`config.mk`:
```
export PLATFORM = sky130hd
export DESIGN_NAME = alu_arbiter
export DESIGN_NICKNAME = d
export VERILOG_FILES = /design/src/rtl/alu_arbiter.sv
export SDC_FILE = /design/constraint.sdc
export NUM_CORES = 1
export LEC_CHECK = 0
export ABC_AREA = 0
export CORE_AREA = 2 2 123 125
export CTS_CLUSTER_DIAMETER = 40
export DETAILED_ROUTE_END_ITERATION = 10
export DIE_AREA = 0 0 125 127
export PLACE_DENSITY = 0.77
export REMOVE_ABC_BUFFERS = 1
export SLEW_MARGIN = 5
export SYNTH_ARGS = -nofsm -noshare
export SYNTH_HDL_FRONTEND = slang
export SYNTH_SLANG_ARGS = --single-unit
export TNS_END_PERCENT = 50
```
`constraint.sdc`:
```
create_clock -name clk -period 4.3 [get_ports clk]
set_input_delay 0.86 -clock clk [delete_from_list [all_inputs] [get_ports clk]]
set_output_delay 0.86 -clock clk [all_outputs]
set_load 0.1 [all_outputs]
```
`src/rtl/alu_arbiter.sv`:
```
// Round-robin arbiter sharing one combinational ALU between two requesters.
// Define ALU_ARB_FWD_EN to accept the next request in the same cycle a response is taken.
module alu_arbiter #(
  parameter int unsigned WIDTH = 32,
  parameter int unsigned CTL_W = 5
) (
  input  logic             clk,
  input  logic             rst_n,
  input  logic             req0_valid,
  output logic             req0_ready,
  input  logic [WIDTH-1:0] req0_op1,
  input  logic [WIDTH-1:0] req0_op2,
  input  logic [CTL_W-1:0] req0_ctl,
  output logic             rsp0_valid,
  output logic [WIDTH-1:0] rsp0_data,
  input  logic             rsp0_ready,
  input  logic             req1_valid,
  output logic             req1_ready,
  input  logic [WIDTH-1:0] req1_op1,
  input  logic [WIDTH-1:0] req1_op2,
  input  logic [CTL_W-1:0] req1_ctl,
  output logic             rsp1_valid,
  output logic [WIDTH-1:0] rsp1_data,
  input  logic             rsp1_ready,
  output logic [WIDTH-1:0] alu_op1,
  output logic [WIDTH-1:0] alu_op2,
  output logic [CTL_W-1:0] alu_ctl,
  input  logic [WIDTH-1:0] alu_out,
  output logic             busy
);

  localparam logic [1:0] StIdle = 2'd0;
  localparam logic [1:0] StExec = 2'd1;
  localparam logic [1:0] StResp = 2'd2;

  logic [1:0]       state_q, state_d;
  logic             last_q, last_d;
  logic             win_q, win_d;
  logic [WIDTH-1:0] op1_q, op1_d;
  logic [WIDTH-1:0] op2_q, op2_d;
  logic [CTL_W-1:0] ctl_q, ctl_d;
  logic [WIDTH-1:0] res_q, res_d;

  logic any_valid;
  logic both_valid;
  logic rsp_ready_win;
  logic arb_last;
  logic grant_w;
  logic grant_en;
  logic accept;

  assign any_valid     = req0_valid | req1_valid;
  assign both_valid    = req0_valid & req1_valid;
  assign rsp_ready_win = win_q ? rsp1_ready : rsp0_ready;
  // In RESP the response being retired counts as the most recent grant.
  assign arb_last      = (state_q == StResp) ? win_q : last_q;
  assign grant_w       = both_valid ? ~arb_last : req1_valid;

`ifdef ALU_ARB_FWD_EN
  assign grant_en = (state_q == StIdle) | ((state_q == StResp) & rsp_ready_win);
`else
  assign grant_en = (state_q == StIdle);
`endif

  // Gated by rst_n so no handshake is signalled while reset is held.
  assign accept     = rst_n & grant_en & any_valid;
  assign req0_ready = accept & ~grant_w;
  assign req1_ready = accept & grant_w;

  always_comb begin
    state_d = state_q;
    last_d  = last_q;
    win_d   = win_q;
    op1_d   = op1_q;
    op2_d   = op2_q;
    ctl_d   = ctl_q;
    res_d   = res_q;
    case (state_q)
      StIdle: state_d = StIdle;
      StExec: begin
        res_d   = alu_out;
        state_d = StResp;
      end
      StResp: begin
        if (rsp_ready_win) begin
          last_d  = win_q;
          state_d = StIdle;
        end
      end
      default: state_d = StIdle;
    endcase
    if (accept) begin
      state_d = StExec;
      win_d   = grant_w;
      op1_d   = grant_w ? req1_op1 : req0_op1;
      op2_d   = grant_w ? req1_op2 : req0_op2;
      ctl_d   = grant_w ? req1_ctl : req0_ctl;
    end
  end

  always_ff @(posedge clk) begin
    if (!rst_n) begin
      state_q <= StIdle;
      last_q  <= 1'b1;
      win_q   <= 1'b0;
      op1_q   <= '0;
      op2_q   <= '0;
      ctl_q   <= '0;
      res_q   <= '0;
    end else begin
      state_q <= state_d;
      last_q  <= last_d;
      win_q   <= win_d;
      op1_q   <= op1_d;
      op2_q   <= op2_d;
      ctl_q   <= ctl_d;
      res_q   <= res_d;
    end
  end

  assign rsp0_valid = (state_q == StResp) & ~win_q;
  assign rsp1_valid = (state_q == StResp) & win_q;
  assign rsp0_data  = res_q;
  assign rsp1_data  = res_q;
  assign alu_op1    = op1_q;
  assign alu_op2    = op2_q;
  assign alu_ctl    = ctl_q;
  assign busy       = (state_q != StIdle);

endmodule
```
==> flow_summary.json <==
{
  "outcome": "finished clean",
  "ys_ff_latch": 105,
  "syn2layout_area_growth_pct": 62.9,
  "crit_arrival_ns": 2.41,
  "top_usage_layer": "met2",
  "crit_chain": "buf_2 -> or3b_1 -> buf_4 -> or2_4 -> nor2_1 -> buf_12",
  "async_reset_ff_share_pct": 0,
  "first_global_vias": 4980,
  "cp-end-kind": "output pin",
  "vdd_drop_max_mv": 0.195,
  "io_pins": 314,
  "rows": 44,
  "design_area_sq_um": 8440,
  "synth-edff-count": 0,
  "post-route-util_pct": 58.5,
  "postSynthAreaPerCell_sq_um": 8.32,
  "drive_above_1_share_pct": 15.2,
  "min_from": "alu_op2[21]",
  "clkTransAtPathRegs_ns": 0.07,
  "start_util_pct": 35.9,
  "die_x_um": 125,
  "worst_pin_slew_ns": 1.20,
  "wl_per_cell_um": 15.9,
  "grtUsageMet1_pct": 23.8,
  "whs_ns": 0.446,
  "ctsResizeCount": 0,
  "grt_max_degree": 87,
  "wirelength_um": 16900,
  "cpPeakStageDelay_ns": 0.39,
  "syn_inst": 623,
  "postCtsSetupBuffers": 0,
  "hold_path_depth": 2,
  "cts.sinks": 105,
  "synth_area_sq_um": 5180,
  "crit_start": "rst_n",
  "relSlewSlack_pct": 19.5,
  "finalSetupTns_ns": 0,
  "drtAntennaViolNets": 0,
  "avgViaCountPerCell": 4.84,
  "drc": 0,
  "fp.dieH_um": 127,
  "r2r_cells": 7,
  "final-hold-violation-count": 0,
  "start_kind": "input pin",
  "r2r_slack_ns": 1.77,
  "gr-usage-met3_pct": 7.71,
  "drt-initial-drc-count": 248,
  "dpl_cell_area_sq_um": 8140,
  "min_period_ns": 3.27,
  "setup_viol": 0,
  "grt_antenna_before_repair": 0,
  "cts.path.max_buffers": 2,
  "p_per_area_nw_per_um2": 421,
  "dp_hpwl_um": 12200,
  "synth_flop_cell": "dfxtp_1",
  "fmax_ghz": 0.306,
  "synth.distinct_cells": 28,
  "clock_latency_ns": 0.35,
  "die_area_sq_um": 15900,
  "numPortBuffers": 313,
  "finalClockSkew_ns": 0.00417,
  "hold_path_class": "reg2reg",
  "timing.final.max_slew_violations": 0,
  "cp.required_ns": 3.44,
  "r2r-end": "alu_op2[30]",
  "min_to": "alu_op2[21]",
  "yosysWarnings": 0,
  "seq_area_frac_synth_pct": 40.6,
  "gp_congestion": 0.814,
  "first_pass_iters": 4,
  "cp_max_fo": 20,
  "grt_pass1_wl_um": 26500,
  "cp_slowest_cell": "or2_4",
  "htreeDepth": 3,
  "cts_buffers": 9,
  "globalRouteTotalUtil_pct": 20.9,
  "core_sq_um": 14400,
  "ctsHoldBuffers": 0,
  "cts_tree": "yes",
  "vias": 5146,
  "rsz0062_at_grt": "false",
  "nets": 1050,
  "grt-ovfl-total": 0,
  "period_share_pct": 76.0,
  "power_leakage_nw": 3.17,
  "antennaDiodeCount": 0,
  "cts-root-buf": "clkbuf_16",
  "maxCapViolations": 0,
  "grt_util_met2_pct": 35.4,
  "r2r-start": "state_q[0]",
  "critical_path_class": "in2out"
}
Yosys cell counts, drive strengths merged, types with 2 or more instances:
cell | number | area (sq um)
nand2 | 168 | 631
dfxtp | 105 | 2100
a21oi | 103 | 883
o21ai | 87 | 435
buf | 56 | 420
a21boi | 32 | 240
clkbuf | 27 | 101
mux2i | 20 | 200
nor2b | 5 | 31.3
inv | 4 | 20.0
nor2 | 4 | 15.0
a22o | 2 | 17.5
or2 | 2 | 12.5
final cells by class:
type	count	area [sq um]
fillers	1269	5980
inverters	4	20.0
flip-flops and latches	105	2100
repair buffers	323	3220
multi-input cells	431	2560
well taps	184	230
clock inverters	6	65.1
clock buffers	10	239
state kept, by name, indices dropped and copies added, names as in the netlist:
| signal | cells |
|---|---|
| alu_op1 | 32 |
| alu_op2 | 32 |
| rsp0_data | 32 |
| alu_ctl | 5 |
| state_q | 2 |
| last_q | 1 |
| win_q | 1 |
where the power goes:
part           internal, mW  switching (mW)
combinational         0.445            1.13
sequential             1.06          0.0557
clock                 0.470           0.388
total                  1.98            1.57
metal layers:
layer / vias up / routed length, um
li1: 2566 / -
met1: 2319 / 6690
met2: 227 / 8080
met3: 34 / 1510
met4: 0 / 578
met5: - / 0
cells by family after synthesis:
group | count (synthesis) | synth area share [%]
AOI/OAI and AO/OA | 229 | 31.4
muxes | 20 | 3.86
buffers and inverters | 87 | 10.5
DFF | 105 | 40.6
and+or+nand+nor | 182 | 13.7
worst max-delay path by stage:
stage                        to  slack [ns]  cells past startpoint
floorplan            req1_ready       -0.75                      3
global placement     req1_ready        1.02                      6
detailed placement  alu_op2[30]        0.99                      7
CTS                  req1_ready        1.02                      6
global route         req1_ready        0.91                      6
finish               req1_ready        1.03                      6
worst max-delay path, delay by kind of cell:
family                 cells  cell delay [ns]
buffers and inverters      3             0.54
AND/OR/NAND/NOR            3             0.99
through the flow:
step	power (mW)	setup slack, ns	std cells
4_1_cts	3.58	1.02	1063
2_1_floorplan	2.23	-0.749	540
6_report	3.55	1.03	1063
3_5_place_dp	2.73	0.986	1047
3_3_place_gp	2.72	1.02	1047
5_1_grt	3.70	0.915	1063
layout by cell type, fill, tap and decap left out, drive strengths merged:
| master | instances |
|---|---|
| nand2 | 168 |
| a21boi | 32 |
| o221a | 1 |
| nand2b | 1 |
| clkdlybuf4s50 | 309 |
| a31o | 1 |
| clkbuf | 10 |
| o21a | 1 |
| inv | 6 |
| nand3b | 1 |
| clkinv | 2 |
| o21ai | 87 |
| or3b | 1 |
| nor2 | 4 |
| bufinv | 1 |
| mux2i | 20 |
| or2 | 2 |
| o221ai | 1 |
| nor2b | 5 |
| a21oi | 103 |
| a22o | 2 |
| clkinvlp | 1 |
| o211ai | 1 |
| dfxtp | 105 |
| buf | 14 |
Power figures use the tool's default switching activity.
